--- src/rtl/vga_pkg.sv ---
// vga_pkg: shared raster timing definitions for the display path.
//   - 640x480@60 timing constants (pixels / lines)
//   - derived totals and sync window bounds (start inclusive, end exclusive)
//   - 10-bit count type used for h/v positions
//   - wrap_inc helper for modulo position counters
package vga_pkg;

    localparam int CNT_W = 10;
    typedef logic [CNT_W-1:0] cnt_t;

    localparam int H_ACTIVE = 640;
    localparam int H_FP     = 16;
    localparam int H_SYNC   = 96;
    localparam int H_BP     = 48;

    localparam int V_ACTIVE = 480;
    localparam int V_FP     = 10;
    localparam int V_SYNC   = 2;
    localparam int V_BP     = 33;

    localparam int H_TOTAL      = H_ACTIVE + H_FP + H_SYNC + H_BP;
    localparam int V_TOTAL      = V_ACTIVE + V_FP + V_SYNC + V_BP;
    localparam int H_SYNC_START = H_ACTIVE + H_FP;
    localparam int H_SYNC_END   = H_SYNC_START + H_SYNC;
    localparam int V_SYNC_START = V_ACTIVE + V_FP;
    localparam int V_SYNC_END   = V_SYNC_START + V_SYNC;

    // Increment with wrap to zero after the last valid position.
    function automatic cnt_t wrap_inc(input cnt_t x, input cnt_t last);
        return (x == last) ? '0 : cnt_t'(x + 1'b1);
    endfunction

endpackage

--- src/rtl/vga_timing_gen_if.sv ---
// vga_timing_gen_if: raster timing bundle from the timing generator to
// downstream address generators.
//   pclk_en      1   strobe in first clk of each pixel
//   h_cnt/v_cnt  10  current raster position
//   hsync/vsync  1   active-low sync
//   valid        1   position is inside the visible area
//   frame_start  1   strobe when position becomes (0,0)
// Modports: master (generator side, drives), slave (consumer side, reads).
interface vga_timing_gen_if;
    import vga_pkg::*;

    logic pclk_en;
    cnt_t h_cnt;
    cnt_t v_cnt;
    logic hsync;
    logic vsync;
    logic valid;
    logic frame_start;

    modport master (
        output pclk_en, h_cnt, v_cnt, hsync, vsync, valid, frame_start
    );

    modport slave (
        input pclk_en, h_cnt, v_cnt, hsync, vsync, valid, frame_start
    );

endinterface

--- src/rtl/vga_timing_gen_pixel_tick_div.sv ---
// pixel_tick_div: rate strobe generator. Counts 0..DIV-1 on clk and
// raises tick combinationally on the last count, so tick is high one clk
// in every DIV. With DIV=1 the counter never leaves 0 and tick is always 1.
//   clk   in   system clock
//   rst   in   synchronous active-low reset (counter to 0)
//   tick  out  combinational strobe, (div == DIV-1)
module pixel_tick_div #(
    parameter int DIV = 4
) (
    input  logic clk,
    input  logic rst,
    output logic tick
);

    localparam int DW = (DIV > 1) ? $clog2(DIV) : 1;
    localparam logic [DW-1:0] LAST = DW'(DIV - 1);

    logic [DW-1:0] div;

    assign tick = (div == LAST);

    always_ff @(posedge clk) begin
        if (!rst) begin
            div <= '0;
        end else if (tick) begin
            div <= '0;
        end else begin
            div <= div + 1'b1;
        end
    end

endmodule

--- src/rtl/vga_timing_gen.sv ---
// vga_timing_gen: raster position and sync generator.
// Advances one pixel per tick of the pixel divider; all outputs are
// registered from the next-state counter values so h/v, sync, valid and
// the strobes always describe the same pixel with no skew.
//   clk  in   system clock
//   rst  in   synchronous active-low reset; parks position at the last
//             pixel of the frame so the first tick lands on (0,0)
//   vo   master modport of vga_timing_gen_if (all raster outputs)
module vga_timing_gen
    import vga_pkg::*;
#(
    parameter int DIV      = 4,
    parameter int H_ACTIVE = vga_pkg::H_ACTIVE,
    parameter int H_FP     = vga_pkg::H_FP,
    parameter int H_SYNC   = vga_pkg::H_SYNC,
    parameter int H_BP     = vga_pkg::H_BP,
    parameter int V_ACTIVE = vga_pkg::V_ACTIVE,
    parameter int V_FP     = vga_pkg::V_FP,
    parameter int V_SYNC   = vga_pkg::V_SYNC,
    parameter int V_BP     = vga_pkg::V_BP
) (
    input  logic              clk,
    input  logic              rst,
    vga_timing_gen_if.master  vo
);

    localparam int H_TOT = H_ACTIVE + H_FP + H_SYNC + H_BP;
    localparam int V_TOT = V_ACTIVE + V_FP + V_SYNC + V_BP;

    localparam cnt_t H_LAST_C = cnt_t'(H_TOT - 1);
    localparam cnt_t V_LAST_C = cnt_t'(V_TOT - 1);
    localparam cnt_t H_ACT_C  = cnt_t'(H_ACTIVE);
    localparam cnt_t V_ACT_C  = cnt_t'(V_ACTIVE);
    localparam cnt_t HS_LO_C  = cnt_t'(H_ACTIVE + H_FP);
    localparam cnt_t HS_HI_C  = cnt_t'(H_ACTIVE + H_FP + H_SYNC);
    localparam cnt_t VS_LO_C  = cnt_t'(V_ACTIVE + V_FP);
    localparam cnt_t VS_HI_C  = cnt_t'(V_ACTIVE + V_FP + V_SYNC);

    logic tick;
    cnt_t h_cnt, v_cnt;
    cnt_t next_h, next_v;
    logic hsync, vsync, valid, pclk_en, frame_start;

    pixel_tick_div #(.DIV(DIV)) u_div (
        .clk  (clk),
        .rst  (rst),
        .tick (tick)
    );

    always_comb begin
        next_h = h_cnt;
        next_v = v_cnt;
        if (tick) begin
            next_h = wrap_inc(h_cnt, H_LAST_C);
            if (h_cnt == H_LAST_C) begin
                next_v = wrap_inc(v_cnt, V_LAST_C);
            end
        end
    end

    // Decode from next_h/next_v so the registered sync/valid line up with
    // the registered counters on the same edge.
    always_ff @(posedge clk) begin
        if (!rst) begin
            h_cnt       <= H_LAST_C;
            v_cnt       <= V_LAST_C;
            hsync       <= 1'b1;
            vsync       <= 1'b1;
            valid       <= 1'b0;
            pclk_en     <= 1'b0;
            frame_start <= 1'b0;
        end else begin
            h_cnt       <= next_h;
            v_cnt       <= next_v;
            hsync       <= !((next_h >= HS_LO_C) && (next_h < HS_HI_C));
            vsync       <= !((next_v >= VS_LO_C) && (next_v < VS_HI_C));
            valid       <= (next_h < H_ACT_C) && (next_v < V_ACT_C);
            pclk_en     <= tick;
            frame_start <= tick && (next_h == '0) && (next_v == '0);
        end
    end

    assign vo.h_cnt       = h_cnt;
    assign vo.v_cnt       = v_cnt;
    assign vo.hsync       = hsync;
    assign vo.vsync       = vsync;
    assign vo.valid       = valid;
    assign vo.pclk_en     = pclk_en;
    assign vo.frame_start = frame_start;

endmodule

--- src/flat_wrapper.sv ---
// flat-port wrapper written by rule: the top's interface ports become plain ports
module vga_timing_gen_flat import vga_pkg::*;
#(
    parameter int DIV      = 4,
    parameter int H_ACTIVE = vga_pkg::H_ACTIVE,
    parameter int H_FP     = vga_pkg::H_FP,
    parameter int H_SYNC   = vga_pkg::H_SYNC,
    parameter int H_BP     = vga_pkg::H_BP,
    parameter int V_ACTIVE = vga_pkg::V_ACTIVE,
    parameter int V_FP     = vga_pkg::V_FP,
    parameter int V_SYNC   = vga_pkg::V_SYNC,
    parameter int V_BP     = vga_pkg::V_BP
)
  (clk, rst, vo_pclk_en, vo_h_cnt, vo_v_cnt, vo_hsync, vo_vsync, vo_valid, vo_frame_start);
  vga_timing_gen_if vo_i ();
  input  logic clk;
  input  logic rst;
  output wire logic [$bits(vo_i.pclk_en)-1:0] vo_pclk_en;
  output wire logic [$bits(vo_i.h_cnt)-1:0] vo_h_cnt;
  output wire logic [$bits(vo_i.v_cnt)-1:0] vo_v_cnt;
  output wire logic [$bits(vo_i.hsync)-1:0] vo_hsync;
  output wire logic [$bits(vo_i.vsync)-1:0] vo_vsync;
  output wire logic [$bits(vo_i.valid)-1:0] vo_valid;
  output wire logic [$bits(vo_i.frame_start)-1:0] vo_frame_start;
  assign vo_pclk_en = vo_i.pclk_en;
  assign vo_h_cnt = vo_i.h_cnt;
  assign vo_v_cnt = vo_i.v_cnt;
  assign vo_hsync = vo_i.hsync;
  assign vo_vsync = vo_i.vsync;
  assign vo_valid = vo_i.valid;
  assign vo_frame_start = vo_i.frame_start;
  vga_timing_gen #(.DIV(DIV), .H_ACTIVE(H_ACTIVE), .H_FP(H_FP), .H_SYNC(H_SYNC), .H_BP(H_BP), .V_ACTIVE(V_ACTIVE), .V_FP(V_FP), .V_SYNC(V_SYNC), .V_BP(V_BP)) u_core (.clk(clk), .rst(rst), .vo(vo_i));
endmodule
--- config.mk ---
export PLATFORM = sky130hd
export DESIGN_NAME = vga_timing_gen_flat
export DESIGN_NICKNAME = d
export VERILOG_FILES = /design/src/rtl/vga_pkg.sv /design/src/rtl/vga_timing_gen_if.sv /design/src/rtl/vga_timing_gen_pixel_tick_div.sv /design/src/rtl/vga_timing_gen.sv /design/src/flat_wrapper.sv
export SDC_FILE = /design/constraint.sdc
export NUM_CORES = 1
export LEC_CHECK = 0
export ABC_AREA = 0
export CORE_MARGIN = 3
export CORE_UTILIZATION = 30
export CTS_CLUSTER_DIAMETER = 60
export DETAILED_ROUTE_END_ITERATION = 6
export PLACE_DENSITY = 0.48
export SLEW_MARGIN = 25
export SYNTH_ARGS = -nofsm -noshare
export SYNTH_HDL_FRONTEND = slang
export SYNTH_SLANG_ARGS = --single-unit
--- constraint.sdc ---
create_clock -name clk -period 6.5 [get_ports clk]
set_input_delay 1.3 -clock clk [delete_from_list [all_inputs] [get_ports clk]]
set_output_delay 1.3 -clock clk [all_outputs]
set_load 0.05 [all_outputs]
# Yosys cells after proc, flatten, opt, wreduce, memory -nomap -nowiden
# Cells that the tools add are included.
# word_totals
output_inout_bits	25
register_bits	27
word_cells	36
input_bits	2
# classes
eq_ne	3
reduce_logical	10
n_mux	5
addsub	3
magnitude_cmp	6
bitwise_logic	1
# op_table
op	count
10-bit 2-to-1 mux	5
10-bit by 1-bit adder with 10-bit output, second input constant	2
10-bit == test, second input constant	2
10-bit zero test	2
10-bit less-than comparator, second input constant	2
10-bit by 9-bit less-than comparator with 1-bit output, second input constant	2
10-bit >= comparator, second input constant	1
10-bit by 9-bit >= comparator with 1-bit output, second input constant	1
1-bit logical AND	5
2-bit by 1-bit adder with 2-bit output, second input constant	1
2-bit == test, second input constant	1
1-bit zero test	2
2-bit OR reduction	1
1-bit NOT	1

# Longest topological paths before layout
# depth
ltp_word	7
mapped_depth	9
mapped_depth_nobuf	8

# Hierarchy
# From an unflattened synthesis, not the netlist that was laid out.
# hier_totals
hier_cells	196
area_unflattened_um2	1691.6
# by_module_without_submodules
module	instances	area_each_um2	cells_each	seq_area_each_um2
vga_timing_gen	1	1617.8	191	500.5
pixel_tick_div	1	73.8	5	40.0

# Worst setup path after synthesis
# OpenSTA, ideal clock, no wires.
# synth_path
path_type	register -> register
startpoint	register u_core.h_cnt[0], in the netlist u_core.vo.h_cnt[0]
endpoint	register u_core.hsync, in the netlist u_core.vo.hsync
arrival_ns	2.293
required_time_ns	6.366
path_slack_ns	4.073
period_less_slack_ns	2.427
setup_ns	0.134
stages_incl_launch_ff	9
n_path_buf	1
path_cell_list	dfxtp_1 -> ha_1 -> and3_1 -> clkbuf_1 -> or3b_2 -> o22ai_1 -> a32o_1 -> a21oi_1 -> or4b_1
# synth_between
elab_chain_len	6
word_cells_on_any_way	8
classes_between	1 x add/sub; 2 x order compare; 1 x eq/ne; 2 x mux; 2 x reduce/logical
# synth_rtl
element	line	rtl
from (decl)	vga_timing_gen.sv:40	cnt_t h_cnt, v_cnt;
from (signal assigned)	vga_timing_gen.sv:73	h_cnt <= next_h;
10-bit by 1-bit adder with 10-bit output / 10-bit == test (equally long branches)	vga_pkg.sv:30	return (x == last) ? '0 : cnt_t'(x + 1'b1);
10-bit 2-to-1 mux	vga_pkg.sv:30	
10-bit 2-to-1 mux *	vga_timing_gen.sv:53	if (tick) begin
10-bit >= comparator / 10-bit less-than comparator (equally long branches)	vga_timing_gen.sv:75	hsync <= !((next_h >= HS_LO_C) && (next_h < HS_HI_C));
1-bit logical AND *	vga_timing_gen.sv:75	
1-bit zero test *	vga_timing_gen.sv:75	
to (signal assigned)	vga_timing_gen.sv:75	
to (decl)	vga_timing_gen.sv:42	logic hsync, vsync, valid, pclk_en, frame_start;
# Mark *: on every way between the ends. The rest lies on a longest branch, timed or not.
# A chain may end at the register's enable or synchronous reset.

# Worst setup path after layout
# layout_path
startpoint	register u_core.v_cnt[8], in the netlist u_core.vo.v_cnt[8]
endpoint	output port vo_v_cnt[8]
# layout_lines
element	line	rtl
from (decl)	vga_timing_gen.sv:40	
from (signal assigned)	vga_timing_gen.sv:74	v_cnt <= next_v;
to (decl)	flat_wrapper.sv:20	output wire logic [$bits(vo_i.v_cnt)-1:0] vo_v_cnt;
# No word-level cell between the ends.

==> results.md <==
- Run status: complete, no violations
- Sequential fraction of the synthesis area: 35.09%
- Largest net degree at the start of global routing: 18
- Number of standard-cell rows in the floorplan: 25
- Final-report hold violation count: 0
- Final Max Slew Viols: 0
- Worst-case hold slack: 0.4425 ns
- Drt wl/cell: 14.48 µm
- Number of top-level design ports: 27
- Clock network latency to the later pin of the worst-skew pair: 0.27 ns
- Number of stages on the worst hold path: 1
- Cts bufs inserted: 3
- RSZ-0062 raised after global routing: no
- Switching power of the nets: 0.0001265 W
- CP Data Required Time: 5.20 ns
- Detailed-placement wirelength estimate: 2886 µm
- Critical path type: register to primary output
- Via-to-Cell Ratio: 5.267
- Sequential share of power: 48.9%
- Yosys warning count: 0
- Commonest cells after routing, fill and taps aside: dfxtp_1 (27), clkdlybuf4s50_1 (26), nor2_1 (19)
- Total Negative Setup Slacks: 0 ns
- Core Region: 4848 µm²
- Post-Layout Cell Count: 273
- Count of unique library cells instantiated by Yosys: 48
- Sequence of cells on the critical path: clkdlybuf4s50_1
- Post-Syn Instances: 187
- Filler Cells Inserted: 505
- Crit path DAT: 1.72 ns
- Max capacitance violation total: 0
- Synthesized Nets: 193
- Int Pwr: 0.0002494 W
- Vias: 1438
- Number of nets in the layout: 213
- Count of TritonRoute iterations in the first routing pass: 4
- Cell class contributing the biggest share of worst-path delay: buffers and inverters
- Total wire length after detailed routing: 3954 µm
- Count of endpoints failing setup in the final report: 0
- Crit end category: primary output
- Via count of the first global-routing pass: 1252
- Post-CTS setup repair buffer count: 0
- Post-synthesis area per instance: 8.237 µm²
- Period utilisation layout: 46.42%
- Initial antenna violation count: 0
- Least-Margin Pin Slew: 0.6671 ns
- Cell count along the critical path: 1
- Clock sinks: 27
- Logic pwr share: 25.1%
- Slowest cell on the critical path: clkdlybuf4s50_1
- Worst Setup Slack post-DPL: 3.336 ns
- PwrDens: 201.0 nW/µm²
- Master cell of the clock root buffer: clkbuf_8
- Portion of total power attributed to the clock network: 26.0%
- Maximum count of clock buffers along a single path: 2
- Ratio of cells with drive above 1 in the final layout: 7.282%
- Max FO, Critical Path: 10
- Count of H-tree levels built during CTS: 1
- CP max stage delay: 0.88 ns
- Clock slew at the register clock pins of the worst setup and hold paths: 0.10 ns
- Number of flops mapped to enable cells by yosys: 0
- Hold-fix buffers, CTS: 0
- Primary FF master, synth: dfxtp_1
- Number of placed instances with taps included: 269
- Flip-flop and latch count after synthesis: 27
- Number of port buffers: 26
- Async set or reset register ratio after synthesis: 0%
- Summed instance area of the synthesized netlist: 1540 µm²
- Worst min path class: register to register
- Worst reg-to-reg path cell count: 7
- Tightest slew margin relative to the limit: 55.12%
- Critical path launch point type: register
- Switch share: 33.65%
- Standby leakage power: 0.6402 nW
- Post-route DRC violation count: 0
- All-Layer GR Usage: 12.96%
- Initial core utilization: 31.77%
- Maximum vdd ir drop: 0.09787 mV
- DIE HEIGHT: 77.65 µm
- Number of antenna repair diodes: 0
- Layout Skew: 0.001506 ns
- Worst-case setup margin in the final layout: 3.482 ns
- Horizontal die dimension: 77.65 µm
- Min cycle time layout: 3.018 ns
- Drt initial violations: 104
- Post-CTS Resized: 0
- Final total power: 0.0003759 W
- Overall die area: 6030 µm²
- Count of antenna-violating nets left after detailed routing: 0
- Wire length of the first global-routing pass: 6417 µm
- TritonCTS clock tree: built
- Area delta synth->final: 21.45%
- Peak Freq: 0.3314 GHz
- Sum of buffers and inverters on the critical path: 1
- Remaining global-route overflow: 0
- Leading cell type in the layout, fill and taps excluded: dfxtp_1
- Routability cong.: 0.8172
final cells by class:
class | instances | area, µm² | area share, %
clock buffers | 3 | 41.29 | 2.207
clock inverters | 1 | 5.005 | 0.2676
inverters | 9 | 33.78 | 1.806
multi-input cells | 140 | 905.9 | 48.43
flip-flops and latches | 27 | 540.5 | 28.90
well taps | 67 | 83.83 | 4.482
repair buffers | 26 | 260.3 | 13.91
stage by stage:
stage	utilization, %	area, µm²
floorplan	-	1540
global placement	37.63	1824
detailed placement	37.63	1824
CTS	38.58	1871
global route	38.58	1871
finish	38.58	1871
final timing paths:
kind | slack [ns] | end | from
setup / recovery | 3.48 | vo_v_cnt[8] | u_core.vo.v_cnt[8]
hold / removal | 0.44 | u_core.u_div.div[0] | u_core.u_div.div[0]
hold reg to reg | 0.44 | u_core.u_div.div[0] | u_core.u_div.div[0]
setup reg to reg | 3.89 | u_core.vo.frame_start | u_core.vo.h_cnt[0]
power groups by stage:
stage	logic (W)	clock network, W	registers, W
after floorplan	0.0000553	0	0.000202
after global placement	0.0000943	0	0.000187
after detailed placement	0.0000936	0	0.000187
after CTS	0.0000941	0.000101	0.000183
after global routing	0.000102	0.000110	0.000186
final	0.0000944	0.0000979	0.000184
cells in the mapped netlist (2+ instances only):
master,n,share of area [%]
inv_1,9,2.2
and2_1,2,0.81
nand4b_1,2,1.1
a21oi_1,8,2.6
dfxtp_1,27,35
a211oi_1,3,1.5
o311ai_0,2,1.1
nand4_1,6,2.4
a41oi_1,2,1.1
or3_1,5,2.0
nor4_1,2,0.81
nand2_1,16,3.9
and3_1,4,1.6
o21ai_0,10,3.2
o22ai_1,2,0.81
o21ai_1,3,0.97
ha_1,4,3.2
nand3_1,8,2.6
clkbuf_1,8,1.9
xnor2_1,8,4.5
nor3_1,8,2.6
buf_6,2,1.5
xor2_1,3,1.7
nor2_1,19,4.6
layer usage:
layer	global-route usage, %	vias to the layer above	share of wire (%)
li1	-	715	-
met1	19.97	697	53
met2	18.66	22	44
met3	1.740	4	2.5
met4	3.203	0	0.66
met5	0	-	0
flip-flops by register name (all words and copies together) (netlist names):
register	cells
u_core.vo.frame_start	1
u_core.vo.valid	1
u_core.u_div.div	2
u_core.vo.hsync	1
u_core.vo.h_cnt	10
u_core.vo.pclk_en	1
u_core.vo.v_cnt	10
u_core.vo.vsync	1
cell families after synthesis:
logic type	share of synthesized area [%]
AOI/OAI and AO/OA	16.49
and+or+nand+nor	32.82
buffers and inverters	6.093
xor gates and xnor gates	6.256
adders and majority gates	3.250
DFF	35.09
Note: power is estimated with default switching activity, not from simulation.
